==> src/rtl/ipsl_pcie_dma_mwr_tlp_gen.sv <==
// ----------------------------------------------------------------------------
// ipsl_pcie_dma_mwr_tlp_gen
//
// Builds posted Memory Write TLPs for the DMA engine. A single write request
// (address, length, requester ID, tag) is accepted in IDLE. DW-aligned 128-bit
// payload beats are then pulled from the read-control stage through the
// o_tlp_tx / o_tx_hold interface. Header and payload go out as a 128-bit
// valid/ready stream through a single output register slot.
//
// Ports
//   clk, rst_n         core user clock, asynchronous active-low reset
//   i_tx_restart       synchronous abort of the TLP in flight (clears o_len_err)
//   i_mwr_req ...      request strobe + address/length/ID/tag (sampled in IDLE)
//   o_busy             request accepted, TLP not yet fully sent
//   o_mwr_done         one-cycle pulse on the final output beat handshake
//   o_len_err          sticky length / last-beat-flag error
//   i_gen_tlp_start,
//   i_rd_data,
//   i_last_data        upstream payload beat (valid, data, last flag)
//   o_tlp_tx, o_tx_hold  upstream pull control; pop = valid & tlp_tx & ~hold
//   o_tx_t*            TX stream to the PCIe core
//
// Configuration macro
//   IPSL_PCIE_MWR_FORCE_4DW_EN  defined: every TLP uses a 4DW header.
//                               undefined: 4DW only when addr[63:32] != 0.
// ----------------------------------------------------------------------------
module ipsl_pcie_dma_mwr_tlp_gen #(
    parameter logic [10:0] MAX_LEN_DW = 11'd256,
    parameter logic [2:0]  TLP_TC     = 3'd0
) (
    input  logic         clk,
    input  logic         rst_n,
    input  logic         i_tx_restart,
    input  logic         i_mwr_req,
    input  logic [63:0]  i_mwr_addr,
    input  logic [9:0]   i_mwr_length,
    input  logic [15:0]  i_req_id,
    input  logic [7:0]   i_tag,
    output logic         o_busy,
    output logic         o_mwr_done,
    output logic         o_len_err,
    input  logic         i_gen_tlp_start,
    input  logic [127:0] i_rd_data,
    input  logic         i_last_data,
    output logic         o_tlp_tx,
    output logic         o_tx_hold,
    output logic         o_tx_tvalid,
    input  logic         i_tx_tready,
    output logic [127:0] o_tx_tdata,
    output logic [3:0]   o_tx_tkeep,
    output logic         o_tx_tlast
);

    typedef enum logic [2:0] {S_IDLE, S_HDR, S_DATA, S_TAIL, S_DONE} state_t;

    state_t         state_q, state_d;
    logic           busy_q, busy_d;
    logic           len_err_q, len_err_d;
    logic           four_dw_q, four_dw_d;
    logic [9:0]     len_q, len_d;
    logic [63:0]    addr_q, addr_d;
    logic [15:0]    req_id_q, req_id_d;
    logic [7:0]     tag_q, tag_d;
    logic [10:0]    rem_dw_q, rem_dw_d;
    logic [7:0]     beats_left_q, beats_left_d;   // upstream beats still to pop
    logic [95:0]    carry_q, carry_d;             // upper 3 DW held back in 3DW mode
    logic           tvalid_q, tvalid_d;
    logic [127:0]   tdata_q, tdata_d;
    logic [3:0]     tkeep_q, tkeep_d;
    logic           tlast_q, tlast_d;

    logic           out_rdy, tlp_tx, pop, last_pop, len_ok, req_four_dw;
    logic [2:0]     n_dw;
    logic [10:0]    rem_after;
    logic [31:0]    dw0, dw1, addr_lo;

    function automatic logic [3:0] keep_of(input logic [2:0] n);
        case (n)
            3'd1:    keep_of = 4'h1;
            3'd2:    keep_of = 4'h3;
            3'd3:    keep_of = 4'h7;
            3'd4:    keep_of = 4'hF;
            default: keep_of = 4'h0;
        endcase
    endfunction

`ifdef IPSL_PCIE_MWR_FORCE_4DW_EN
    assign req_four_dw = 1'b1;
`else
    assign req_four_dw = |i_mwr_addr[63:32];
`endif

    assign out_rdy   = ~tvalid_q | i_tx_tready;
    assign tlp_tx    = ((state_q == S_HDR) & ~four_dw_q) | (state_q == S_DATA);
    // Hold is also asserted outside the payload phase so upstream never sees
    // an open pull window while idle or in reset.
    assign o_tx_hold = ~(tlp_tx & out_rdy);
    assign pop       = i_gen_tlp_start & tlp_tx & out_rdy;
    assign last_pop  = (beats_left_q == 8'd1);
    assign len_ok    = (i_mwr_length != 10'd0) && ({1'b0, i_mwr_length} <= MAX_LEN_DW);
    assign n_dw      = (rem_dw_q >= 11'd4) ? 3'd4 : rem_dw_q[2:0];
    assign rem_after = rem_dw_q - {8'd0, n_dw};

    // Masking keeps the ignored address bits out of the header.
    assign addr_lo = addr_q[31:0] & 32'hFFFF_FFFC;
    assign dw0     = {(four_dw_q ? 3'b011 : 3'b010), 5'b0, 1'b0, TLP_TC, 4'b0,
                      1'b0, 1'b0, 2'b00, 2'b00, len_q};
    assign dw1     = {req_id_q, tag_q, ((len_q == 10'd1) ? 4'h0 : 4'hF), 4'hF};

    // State register
    always_ff @(posedge clk or negedge rst_n) begin
        if (!rst_n) state_q <= S_IDLE;
        else        state_q <= state_d;
    end

    // Next-state logic
    always_comb begin
        state_d = state_q;
        case (state_q)
            S_IDLE: if (i_mwr_req && len_ok) state_d = S_HDR;
            S_HDR: begin
                if (four_dw_q) begin
                    // Header waits for payload so the link never stalls mid-TLP.
                    if (i_gen_tlp_start && out_rdy) state_d = S_DATA;
                end else if (pop) begin
                    if (last_pop) state_d = (rem_dw_q == 11'd1) ? S_DONE : S_TAIL;
                    else          state_d = S_DATA;
                end
            end
            S_DATA: if (pop && last_pop)
                        state_d = (!four_dw_q && rem_after != 11'd0) ? S_TAIL : S_DONE;
            S_TAIL: if (out_rdy) state_d = S_DONE;
            S_DONE: if (tvalid_q && i_tx_tready) state_d = S_IDLE;
            default: state_d = S_IDLE;
        endcase
        if (i_tx_restart) state_d = S_IDLE;
    end

    // Datapath / output logic
    always_comb begin
        busy_d       = busy_q;
        len_err_d    = len_err_q;
        four_dw_d    = four_dw_q;
        len_d        = len_q;
        addr_d       = addr_q;
        req_id_d     = req_id_q;
        tag_d        = tag_q;
        rem_dw_d     = rem_dw_q;
        beats_left_d = beats_left_q;
        carry_d      = carry_q;
        tvalid_d     = tvalid_q & ~i_tx_tready;
        tdata_d      = tdata_q;
        tkeep_d      = tkeep_q;
        tlast_d      = tlast_q;

        case (state_q)
            S_IDLE: begin
                if (i_mwr_req) begin
                    if (len_ok) begin
                        busy_d       = 1'b1;
                        four_dw_d    = req_four_dw;
                        len_d        = i_mwr_length;
                        addr_d       = i_mwr_addr;
                        req_id_d     = i_req_id;
                        tag_d        = i_tag;
                        rem_dw_d     = {1'b0, i_mwr_length};
                        beats_left_d = 8'(({1'b0, i_mwr_length} + 11'd3) >> 2);
                    end else begin
                        len_err_d = 1'b1;
                    end
                end
            end
            S_HDR: begin
                if (four_dw_q) begin
                    if (i_gen_tlp_start && out_rdy) begin
                        tvalid_d = 1'b1;
                        tdata_d  = {addr_lo, addr_q[63:32], dw1, dw0};
                        tkeep_d  = 4'hF;
                        tlast_d  = 1'b0;
                    end
                end else if (pop) begin
                    tvalid_d     = 1'b1;
                    tdata_d      = {i_rd_data[31:0], addr_lo, dw1, dw0};
                    tkeep_d      = 4'hF;
                    tlast_d      = (rem_dw_q == 11'd1);
                    carry_d      = i_rd_data[127:32];
                    rem_dw_d     = rem_dw_q - 11'd1;
                    beats_left_d = beats_left_q - 8'd1;
                    if (i_last_data != last_pop) len_err_d = 1'b1;
                end
            end
            S_DATA: begin
                if (pop) begin
                    tvalid_d     = 1'b1;
                    tdata_d      = four_dw_q ? i_rd_data : {i_rd_data[31:0], carry_q};
                    tkeep_d      = keep_of(n_dw);
                    tlast_d      = (rem_after == 11'd0);
                    carry_d      = i_rd_data[127:32];
                    rem_dw_d     = rem_after;
                    beats_left_d = beats_left_q - 8'd1;
                    if (i_last_data != last_pop) len_err_d = 1'b1;
                end
            end
            S_TAIL: begin
                if (out_rdy) begin
                    tvalid_d = 1'b1;
                    tdata_d  = {32'b0, carry_q};
                    tkeep_d  = keep_of(rem_dw_q[2:0]);
                    tlast_d  = 1'b1;
                    rem_dw_d = 11'd0;
                end
            end
            S_DONE: if (tvalid_q && i_tx_tready) busy_d = 1'b0;
            default: ;
        endcase

        if (i_tx_restart) begin
            busy_d       = 1'b0;
            len_err_d    = 1'b0;
            rem_dw_d     = 11'd0;
            beats_left_d = 8'd0;
            carry_d      = 96'd0;
            tvalid_d     = 1'b0;
        end
    end

    always_ff @(posedge clk or negedge rst_n) begin
        if (!rst_n) begin
            busy_q       <= 1'b0;
            len_err_q    <= 1'b0;
            four_dw_q    <= 1'b0;
            len_q        <= 10'd0;
            addr_q       <= 64'd0;
            req_id_q     <= 16'd0;
            tag_q        <= 8'd0;
            rem_dw_q     <= 11'd0;
            beats_left_q <= 8'd0;
            carry_q      <= 96'd0;
            tvalid_q     <= 1'b0;
            tdata_q      <= 128'd0;
            tkeep_q      <= 4'h0;
            tlast_q      <= 1'b0;
        end else begin
            busy_q       <= busy_d;
            len_err_q    <= len_err_d;
            four_dw_q    <= four_dw_d;
            len_q        <= len_d;
            addr_q       <= addr_d;
            req_id_q     <= req_id_d;
            tag_q        <= tag_d;
            rem_dw_q     <= rem_dw_d;
            beats_left_q <= beats_left_d;
            carry_q      <= carry_d;
            tvalid_q     <= tvalid_d;
            tdata_q      <= tdata_d;
            tkeep_q      <= tkeep_d;
            tlast_q      <= tlast_d;
        end
    end

    assign o_busy      = busy_q;
    assign o_len_err   = len_err_q;
    assign o_tlp_tx    = tlp_tx;
    assign o_mwr_done  = (state_q == S_DONE) & tvalid_q & i_tx_tready & ~i_tx_restart;
    assign o_tx_tvalid = tvalid_q;
    assign o_tx_tdata  = tdata_q;
    assign o_tx_tkeep  = tkeep_q;
    assign o_tx_tlast  = tlast_q;

endmodule

==> config.mk <==
export PLATFORM = sky130hd
export DESIGN_NAME = ipsl_pcie_dma_mwr_tlp_gen
export DESIGN_NICKNAME = d
export VERILOG_FILES = /design/src/rtl/ipsl_pcie_dma_mwr_tlp_gen.sv
export SDC_FILE = /design/constraint.sdc
export NUM_CORES = 1
export LEC_CHECK = 0
export BUFFER_PORTS_ARGS = -buffer_cell sky130_fd_sc_hd__buf_2
export CORE_UTILIZATION = 45
export DETAILED_ROUTE_END_ITERATION = 12
export GPL_TIMING_DRIVEN = 1
export PLACE_DENSITY_LB_ADDON = 0.1
export SLEW_MARGIN = 20
export SYNTH_ARGS = -nofsm -noshare
export SYNTH_HDL_FRONTEND = slang
export SYNTH_SLANG_ARGS = --single-unit
==> constraint.sdc <==
create_clock -name clk -period 4.2 [get_ports clk]
set_input_delay 0.84 -clock clk [delete_from_list [all_inputs] [get_ports clk]]
set_output_delay 0.84 -clock clk [all_outputs]
set_load 0.05 [all_outputs]
==> results of run 1 <==
-- cell type report --
| cell class | instances | area share, % |
|---|---|---|
| clock inverter | 17 | 1.15 |
| clock buffer | 60 | 5.83 |
| timing repair buffer | 407 | 10.6 |
| inverter | 10 | 0.176 |
| sequential | 351 | 41.3 |
| multi-input combinational | 1312 | 37.8 |
| antenna | 10 | 0.118 |
| tap | 511 | 3.01 |
-- path summary, 6_finish.rpt --
check                                                  from                     endpoint  cells past startpoint
worst max register to register      rem_dw_q[4]$_DFFE_PN0P_       state_q[1]$_DFFE_PN0P_                     10
max in group asynchronous                             rst_n      carry_q[38]$_DFFE_PN0P_                      2
worst max-delay path                rem_dw_q[4]$_DFFE_PN0P_       state_q[1]$_DFFE_PN0P_                     10
worst min-delay path                                  rst_n  beats_left_q[2]$_DFFE_PN0P_                      1
worst min register to register  o_tx_tdata[101]$_DFFE_PN0P_  o_tx_tdata[101]$_DFFE_PN0P_                      2
min in group clk                o_tx_tdata[101]$_DFFE_PN0P_  o_tx_tdata[101]$_DFFE_PN0P_                      2
-- cell usage in the layout, fill, tap and decap left out, drive strengths merged, types with 28 or more instances in the layout --
master and instances:
nor2 128, nand2 380, a221oi 28, buf 407, dfrtp 351, a21oi 198, o31ai 31, and3 30
nor2b 29, mux2 95, clkbuf 60, o21ai 131, mux2i 40
-- power breakdown --
part | total (mW) | internal [mW] | switching, mW
registers | 5.60 | 4.66 | 0.934
clock network | 3.91 | 2.42 | 1.49
logic | 8.43 | 2.75 | 5.68
total | 17.9 | 9.84 | 8.10
-- critical path: stages, from the launching register on --
cell	delay [ns]
dfrtp_1	0.56
or3_1	0.52
nor3_4	0.12
nand2b_1	0.17
ha_1	0.27
a211oi_1	0.64
o32ai_1	0.15
o221ai_1	0.22
or4_1	0.22
or4b_1	0.48
o311ai_1	0.10
-- layer usage --
layer | track usage [%] | part of all wire (%) | up-vias
li1 | - | - | 7030
met1 | 43.0 | 43 | 7508
met2 | 46.6 | 46 | 612
met3 | 6.41 | 8.3 | 110
met4 | 11.6 | 2.8 | 14
met5 | 0 | 0.16 | -
-- cells by family (layout without fill, tap and decap cells) --
group | Yosys count | in the layout | share of synthesized area [%]
buffers and inverters | 154 | 494 | 3.59
other | 1 | 11 | 0.0216
adder cells (fa/ha/maj) | 8 | 8 | 0.576
multiplexers | 162 | 162 | 12.0
AO/OA/AOI/OAI | 464 | 464 | 15.8
flip-flops | 351 | 351 | 50.6
AND/OR/NAND/NOR | 662 | 662 | 16.7
XOR/XNOR | 15 | 15 | 0.757
-- through the flow --
step	instances	setup slack, ns	hold WS [ns]	cell area [um^2]	utilization, %
2_1_floorplan	1817	0.702	0.459	17400	-
3_3_place_gp	2591	0.708	0.457	19800	52.2
3_5_place_dp	2591	0.750	0.461	19800	52.2
4_1_cts	2668	0.665	0.328	21200	56.1
5_1_grt	2676	0.490	0.362	21300	56.2
6_report	2678	0.638	0.309	21300	56.2
-- flip-flops by register name (all words and copies together) (netlist names), 3 cells and up --
register and flops:
o_tx_tdata 128, carry_q 96, addr_q 62, req_id_q 16, rem_dw_q 11, len_q 10
beats_left_q 8, tag_q 8, o_tx_tkeep 4, state_q 3
==> metrics, run 1 <==
ranking of synthesized cells by area dfrtp_1 (51%), nand2_1 (8.2%), mux2_2 (5.8%); routability cong. 0.892; total gr overflow 0; outcome complete, no violations; clock-pin transition on the worst setup and hold timing paths 0.05 ns; initial antenna violation count 16; Mapped Cells 1817; Multi-input gate area 8040 um^2; Post-DRT Antenna Nets 0; # DRC 0; Yosys cell types 70; crit end category flip-flop; RSZ-0062 raised after global routing false; largest net degree at the start of global routing 88; upper clock frequency limit 0.281 GHz; Clk Latency, worst-skew pair 0.57 ns; maxcap violations 0; Post-synth EDFFs 0; Final Critical Period 3.56 ns; final slew viol count 0; final worst path period share 84.8%; fill cell count 3520; core area 37800 um^2; 1st-iter DRT viols 1158; Worst R2R Setup Slack 0.64 ns; hpwl dp 41100 um; Die Width 198 um; IO buf count 369; NumNets Final 2365; Crit path arrival time 4.01 ns; Worst Tran Pin Value 1.16 ns; syn_nets 2058; Synth Register Bits 351; setup TNS 0 ns; # Post-CTS Setup Buffers 0; Clock Skews 0.0124 ns; leak pwr 9.73 nW; DRT Wirelength 59900 um; Hold Vio Cnt, Final 0; Async S/R FF share, synth 100%; Final setup viols 0; maximum VDD drop 0.478 mV; HP Class in -> async; Clock Sinks 351; # rows 71; P&R area growth vs syn 22.5%; Slew headroom 22.8%; number of global-route vias before repair 14.8k; Die Ht 198 um; most common cell in the synthesized netlist nand2_1; crit path max fanout 14; die area 39400 um^2; number of synthesis warnings 0; Power Density 843 nW/um^2; synth cell count leaders nand2_1 (380), dfrtp_1 (351), a21oi_1 (198), o21ai_0 (129), nor2_1 (127); vias per cell 5.70; layout cell share with drive strength beyond 1 28.7%; Critical Path RT 4.65 ns; Reg area 8790 um^2; initial core utilization 45.9%; IO Pins 372; via count 15.3k; sequential area share after synthesis 50.6%; post-cts resize count 0; Num CTS Buffers 42; clock root buffer clkbuf_16; synthesized area per cell 9.56 um^2; GRT Total Usage 30.6%; quantity of hold-fixing buffers added after cts 0; CTS tree yes; clock buffer depth 3; synthesized area 17400 um^2; H-tree depth 2; crit path kind reg -> reg; top cell type by total area after synthesis dfrtp_1; post-synth top area share 50.6%; first-pass GRT wire length 90500 um; ys flop type dfrtp_1; Critical Path Source Type flip-flop; Avg WL per Cell 22.4 um; Design Power 17.9 mW; DR pass1 iterations 7
Note: power is estimated with default switching activity, not from simulation.
==> run 2: changes to the inputs <==
==> constraint.sdc (replaced) <==
create_clock -name clk -period 3.6 [get_ports clk]
set_input_delay 0.72 -clock clk [delete_from_list [all_inputs] [get_ports clk]]
set_output_delay 0.72 -clock clk [all_outputs]
set_load 0.05 [all_outputs]
==> metrics, run 2 (synthesis gave the netlist of run 1 again) <==
Slew headroom 34.2%; Num CTS Buffers 41; most frequent cells in the layout nand2_1 (380), buf_2 (367), dfrtp_1 (349); hpwl dp 41800 um; routability cong. 0.896; number of global-route vias before repair 15.1k; Avg WL per Cell 22.2 um; Largest register FFs 128; core area 37800 um^2; Die Ht 198 um; outcome complete, no violations; HP Class in -> async; CP max stage delay 0.58 ns; Critical Path RT 2.88 ns; Reg2Reg Depth 10; Sw Share 45.8%; final worst path period share 89.1%; Final Critical Period 3.21 ns; commonest non-fill, non-tap cell in the layout nand2_1; upper clock frequency limit 0.312 GHz; crit path kind reg -> out; quantity of hold-fixing buffers added after cts 0; initial antenna violation count 14; IO buf count 369; post-cts resize count 0; clock root buffer clkbuf_16; NumNets Final 2382; # Post-CTS Setup Buffers 0; Clock Skews 0.0164 ns; FF-to-FF End state_q[1]$_DFFE_PN0P_; CTS tree yes; P&R area growth vs syn 22.8%; crit path max fanout 16; IO Pins 372; clock buffer depth 3; via count 15.2k; leak pwr 9.78 nW; setup TNS 0 ns; GRT Total Usage 30.7%; Worst R2R Setup Slack 0.43 ns; final slew viol count 0; RSZ-0062 raised after global routing false; Combinational Power Share 48.8%; largest net degree at the start of global routing 90; DR pass1 iterations 5; die area 39400 um^2; Power Density 974 nW/um^2; fill cell count 3523; Worst Tran Pin Value 0.987 ns; clock-pin transition on the worst setup and hold timing paths 0.06 ns; maximum VDD drop 0.555 mV; Clk Latency, worst-skew pair 0.57 ns; Post-DRT Antenna Nets 0; H-tree depth 2; Switch Pwr 9.50 mW; # DRC 0; 1st-iter DRT viols 1097; worst r2r src rem_dw_q[4]$_DFFE_PN0P_; sequence of cells on the critical path or3b_2, a21oi_1, buf_2; Clock Sinks 351; Hold Vio Cnt, Final 0; clock power share 20.2%; Critical Path Source Type flip-flop; first-pass GRT wire length 91200 um; layout cell share with drive strength beyond 1 29.1%; slowest CP cell dfrtp_2; Seq pwr share 31.0%; Design Power 20.8 mW; DRT Wirelength 59700 um; Die Width 198 um; Crit path arrival time 2.49 ns; vias per cell 5.66; # rows 71; Multi-input gate area 8040 um^2; Reg area 8790 um^2; crit end category primary output; total gr overflow 0; initial core utilization 45.9%; Internal 11.3 mW; maxcap violations 0; Final setup viols 0
[run 2: layout make-up]
class,instances,area share (%)
antenna,7,0.0822
clock buffer,60,5.62
clock inverter,14,0.710
inverter,10,0.176
multi-input combinational,1312,37.7
sequential,351,41.2
tap,511,3.00
timing repair buffer,425,11.5
[run 2: worst max path at each step]
| stage | start | endpoint | slack [ns] | cells after the start |
|---|---|---|---|---|
| 6_report | state_q[0]$_DFFE_PN0P_ | o_tlp_tx | 0.39 | 3 |
| 5_1_grt | rem_dw_q[4]$_DFFE_PN0P_ | state_q[1]$_DFFE_PN0P_ | 0.24 | 10 |
| 4_1_cts | state_q[0]$_DFFE_PN0P_ | o_tlp_tx | 0.36 | 3 |
| 3_5_place_dp | rem_dw_q[9]$_DFFE_PN0P_ | state_q[1]$_DFFE_PN0P_ | 0.49 | 9 |
| 3_3_place_gp | rem_dw_q[4]$_DFFE_PN0P_ | state_q[0]$_DFFE_PN0P_ | 0.48 | 10 |
| 2_1_floorplan | state_q[0]$_DFFE_PN0P_ | o_mwr_done | 0.24 | 5 |
[run 2: worst max-delay path: cells and delay by family, from the launching register on]
| kind | cells | cell delay [ns] |
|---|---|---|
| compound gates | 1 | 0.45 |
| simple gates | 1 | 0.53 |
| flops | 1 | 0.58 |
| buf+inv | 1 | 0.36 |
[run 2: power groups by stage]
stage                     Sequential, mW  Clock (mW)  Combinational (mW)
final                               6.44        4.19                10.1
after global routing                6.61        4.43                10.9
after CTS                           6.43        4.29                10.1
after detailed placement            6.48           0                10.1
after global placement              6.44           0                10.0
after floorplan                     8.59           0                4.96
[run 2: through the flow]
step,setup slack (ns),area (um^2),hold slack [ns],util [%],instances
floorplan,0.240,17400,0.424,-,1817
global placement,0.477,19900,0.458,52.7,2609
detailed placement,0.488,19900,0.462,52.7,2609
CTS,0.356,21300,0.103,56.3,2683
global route,0.244,21300,0.111,56.3,2688
finish,0.391,21300,0.0698,56.3,2690
[run 2: per-layer routing]
metal / wire length (um) / vias up / global-route usage (%)
met2: 27400 / 530 / 47.0
li1: - / 7052 / -
met5: 85 / - / 0
met1: 26400 / 7554 / 43.2
met3: 4560 / 80 / 7.02
met4: 1310 / 14 / 10.2
==> run 3: changes to the inputs <==
--- a/config.mk
+++ b/config.mk
@@ -6,10 +6,12 @@
 export NUM_CORES = 1
 export LEC_CHECK = 0
 export BUFFER_PORTS_ARGS = -buffer_cell sky130_fd_sc_hd__buf_2
+export CORE_ASPECT_RATIO = 0.5
 export CORE_UTILIZATION = 45
 export DETAILED_ROUTE_END_ITERATION = 12
 export GPL_TIMING_DRIVEN = 1
 export PLACE_DENSITY_LB_ADDON = 0.1
+export RECOVER_POWER = 25
 export SLEW_MARGIN = 20
 export SYNTH_ARGS = -nofsm -noshare
 export SYNTH_HDL_FRONTEND = slang
==> metrics, run 3 (synthesis gave the netlist of run 1 again) <==
DP Worst Slack 0.476 ns; Reg2Reg Depth 9; clock-pin transition on the worst setup and hold timing paths 0.07 ns; Avg WL per Cell 21.8 um; first-pass GRT wire length 89700 um; routability cong. 0.904; setup TNS 0 ns; Hold Path Origin i_mwr_addr[31]; failing checks max-capacitance violations, max-slew violations; Post-DRT Antenna Nets 0; upper clock frequency limit 0.308 GHz; largest net degree at the start of global routing 77; Die Width 280 um; clock buffer depth 3; crit path kind reg -> out; total gr overflow 0; final worst setup slack 0.357 ns; layout cell share with drive strength beyond 1 28.9%; maxcap violations 1; worst r2r src rem_dw_q[8]$_DFFE_PN0P_; vias per cell 5.64; Clk Latency, worst-skew pair 0.59 ns; Reg area 8790 um^2; maximum VDD drop 0.502 mV; RSZ-0062 raised after global routing false; Worst Tran Pin Value 2.02 ns; 1st-iter DRT viols 1207; most frequent cells in the layout nand2_1 (380), buf_2 (367), dfrtp_1 (349); Power Density 955 nW/um^2; CP max stage delay 0.53 ns; Crit path arrival time 2.52 ns; Critical Path Source Type flip-flop; number of global-route vias before repair 14.8k; DRT Wirelength 58800 um; Largest register FFs 128; # Post-CTS Setup Buffers 0; leak pwr 9.66 nW; core area 37700 um^2; Final Critical Period 3.24 ns; Worst R2R Setup Slack 0.58 ns; WHS 0.344 ns; CTS tree yes; Worst Hold Path EP addr_q[31]$_DFFE_PN0P_; IO Pins 372; GRT Total Usage 29.8%; die area 39400 um^2; via count 15.2k; quantity of hold-fixing buffers added after cts 0; Final setup viols 0; crit path max fanout 9; # DRC 0; outcome complete, but fails checks; Slew headroom -34.4%; initial core utilization 46.0%; Clock Skews 0.0111 ns; Multi-input gate area 8040 um^2; Hold Path Stages 2; NumNets Final 2378; sequence of cells on the critical path or3b_2, a21oi_1, buf_2; hpwl dp 41500 um; clock root buffer clkbuf_16; post-cts resize count 0; slowest CP cell a21oi_1; Critical Path RT 2.88 ns; initial antenna violation count 15; # rows 50; crit end category primary output; Hold Vio Cnt, Final 0; HP Class in -> reg; H-tree depth 1; FF-to-FF End state_q[1]$_DFFE_PN0P_; fill cell count 3531; Clock Sinks 351; Die Ht 141 um; DR pass1 iterations 7; commonest non-fill, non-tap cell in the layout nand2_1; final slew viol count 72; Num CTS Buffers 31; P&R area growth vs syn 21.6%; IO buf count 369; final worst path period share 90.1%
[run 3: worst max path at each step]
stage	startpoint	endpoint	slack, ns
finish	state_q[1]$_DFFE_PN0P_	o_tlp_tx	0.36
global route	rem_dw_q[4]$_DFFE_PN0P_	state_q[0]$_DFFE_PN0P_	0.22
CTS	state_q[1]$_DFFE_PN0P_	o_tlp_tx	0.38
detailed placement	i_mwr_length[7]	addr_q[30]$_DFFE_PN0P_	0.48
global placement	i_mwr_length[6]	addr_q[30]$_DFFE_PN0P_	0.45
floorplan	state_q[0]$_DFFE_PN0P_	o_mwr_done	0.24
[run 3: through the flow]
stage               utilization [%]  cell area [um^2]  instances  total power, mW
finish                         56.0             21100       2697             20.2
floorplan                         -             17400       1817             13.5
global route                   56.0             21100       2696             21.4
detailed placement             53.1             20000       2624             16.5
CTS                            56.0             21100       2682             20.2
global placement               53.1             20000       2624             16.4
[run 3: final cells by class]
| class | instances | area share [%] |
|---|---|---|
| antenna | 15 | 0.178 |
| clock buffer | 38 | 3.94 |
| clock inverter | 20 | 1.27 |
| inverter | 10 | 0.178 |
| multi-input combinational | 1312 | 38.1 |
| sequential | 351 | 41.6 |
| tap | 520 | 3.08 |
| timing repair buffer | 431 | 11.6 |
[run 3: worst max-delay path: cells and delay by family (launching register included)]
kind | cells | cell delay [ns]
AO/OA/AOI/OAI | 1 | 0.53
AND/OR/NAND/NOR | 1 | 0.52
flip-flops | 1 | 0.51
buffers and inverters | 1 | 0.38
[run 3: routing by layer]
metal,vias up,global-route usage [%],wire length [um]
li1,7066,-,-
met1,7580,40.1,25200
met2,464,50.2,28900
met3,90,4.38,3120
met4,2,9.09,1530
met5,-,0,12
[run 3: report_power, final]
part           internal [mW]  total, mW  switching, mW
clock network           2.08       3.68           1.60
registers               5.43       6.33          0.892
logic                   3.37       10.2           6.79
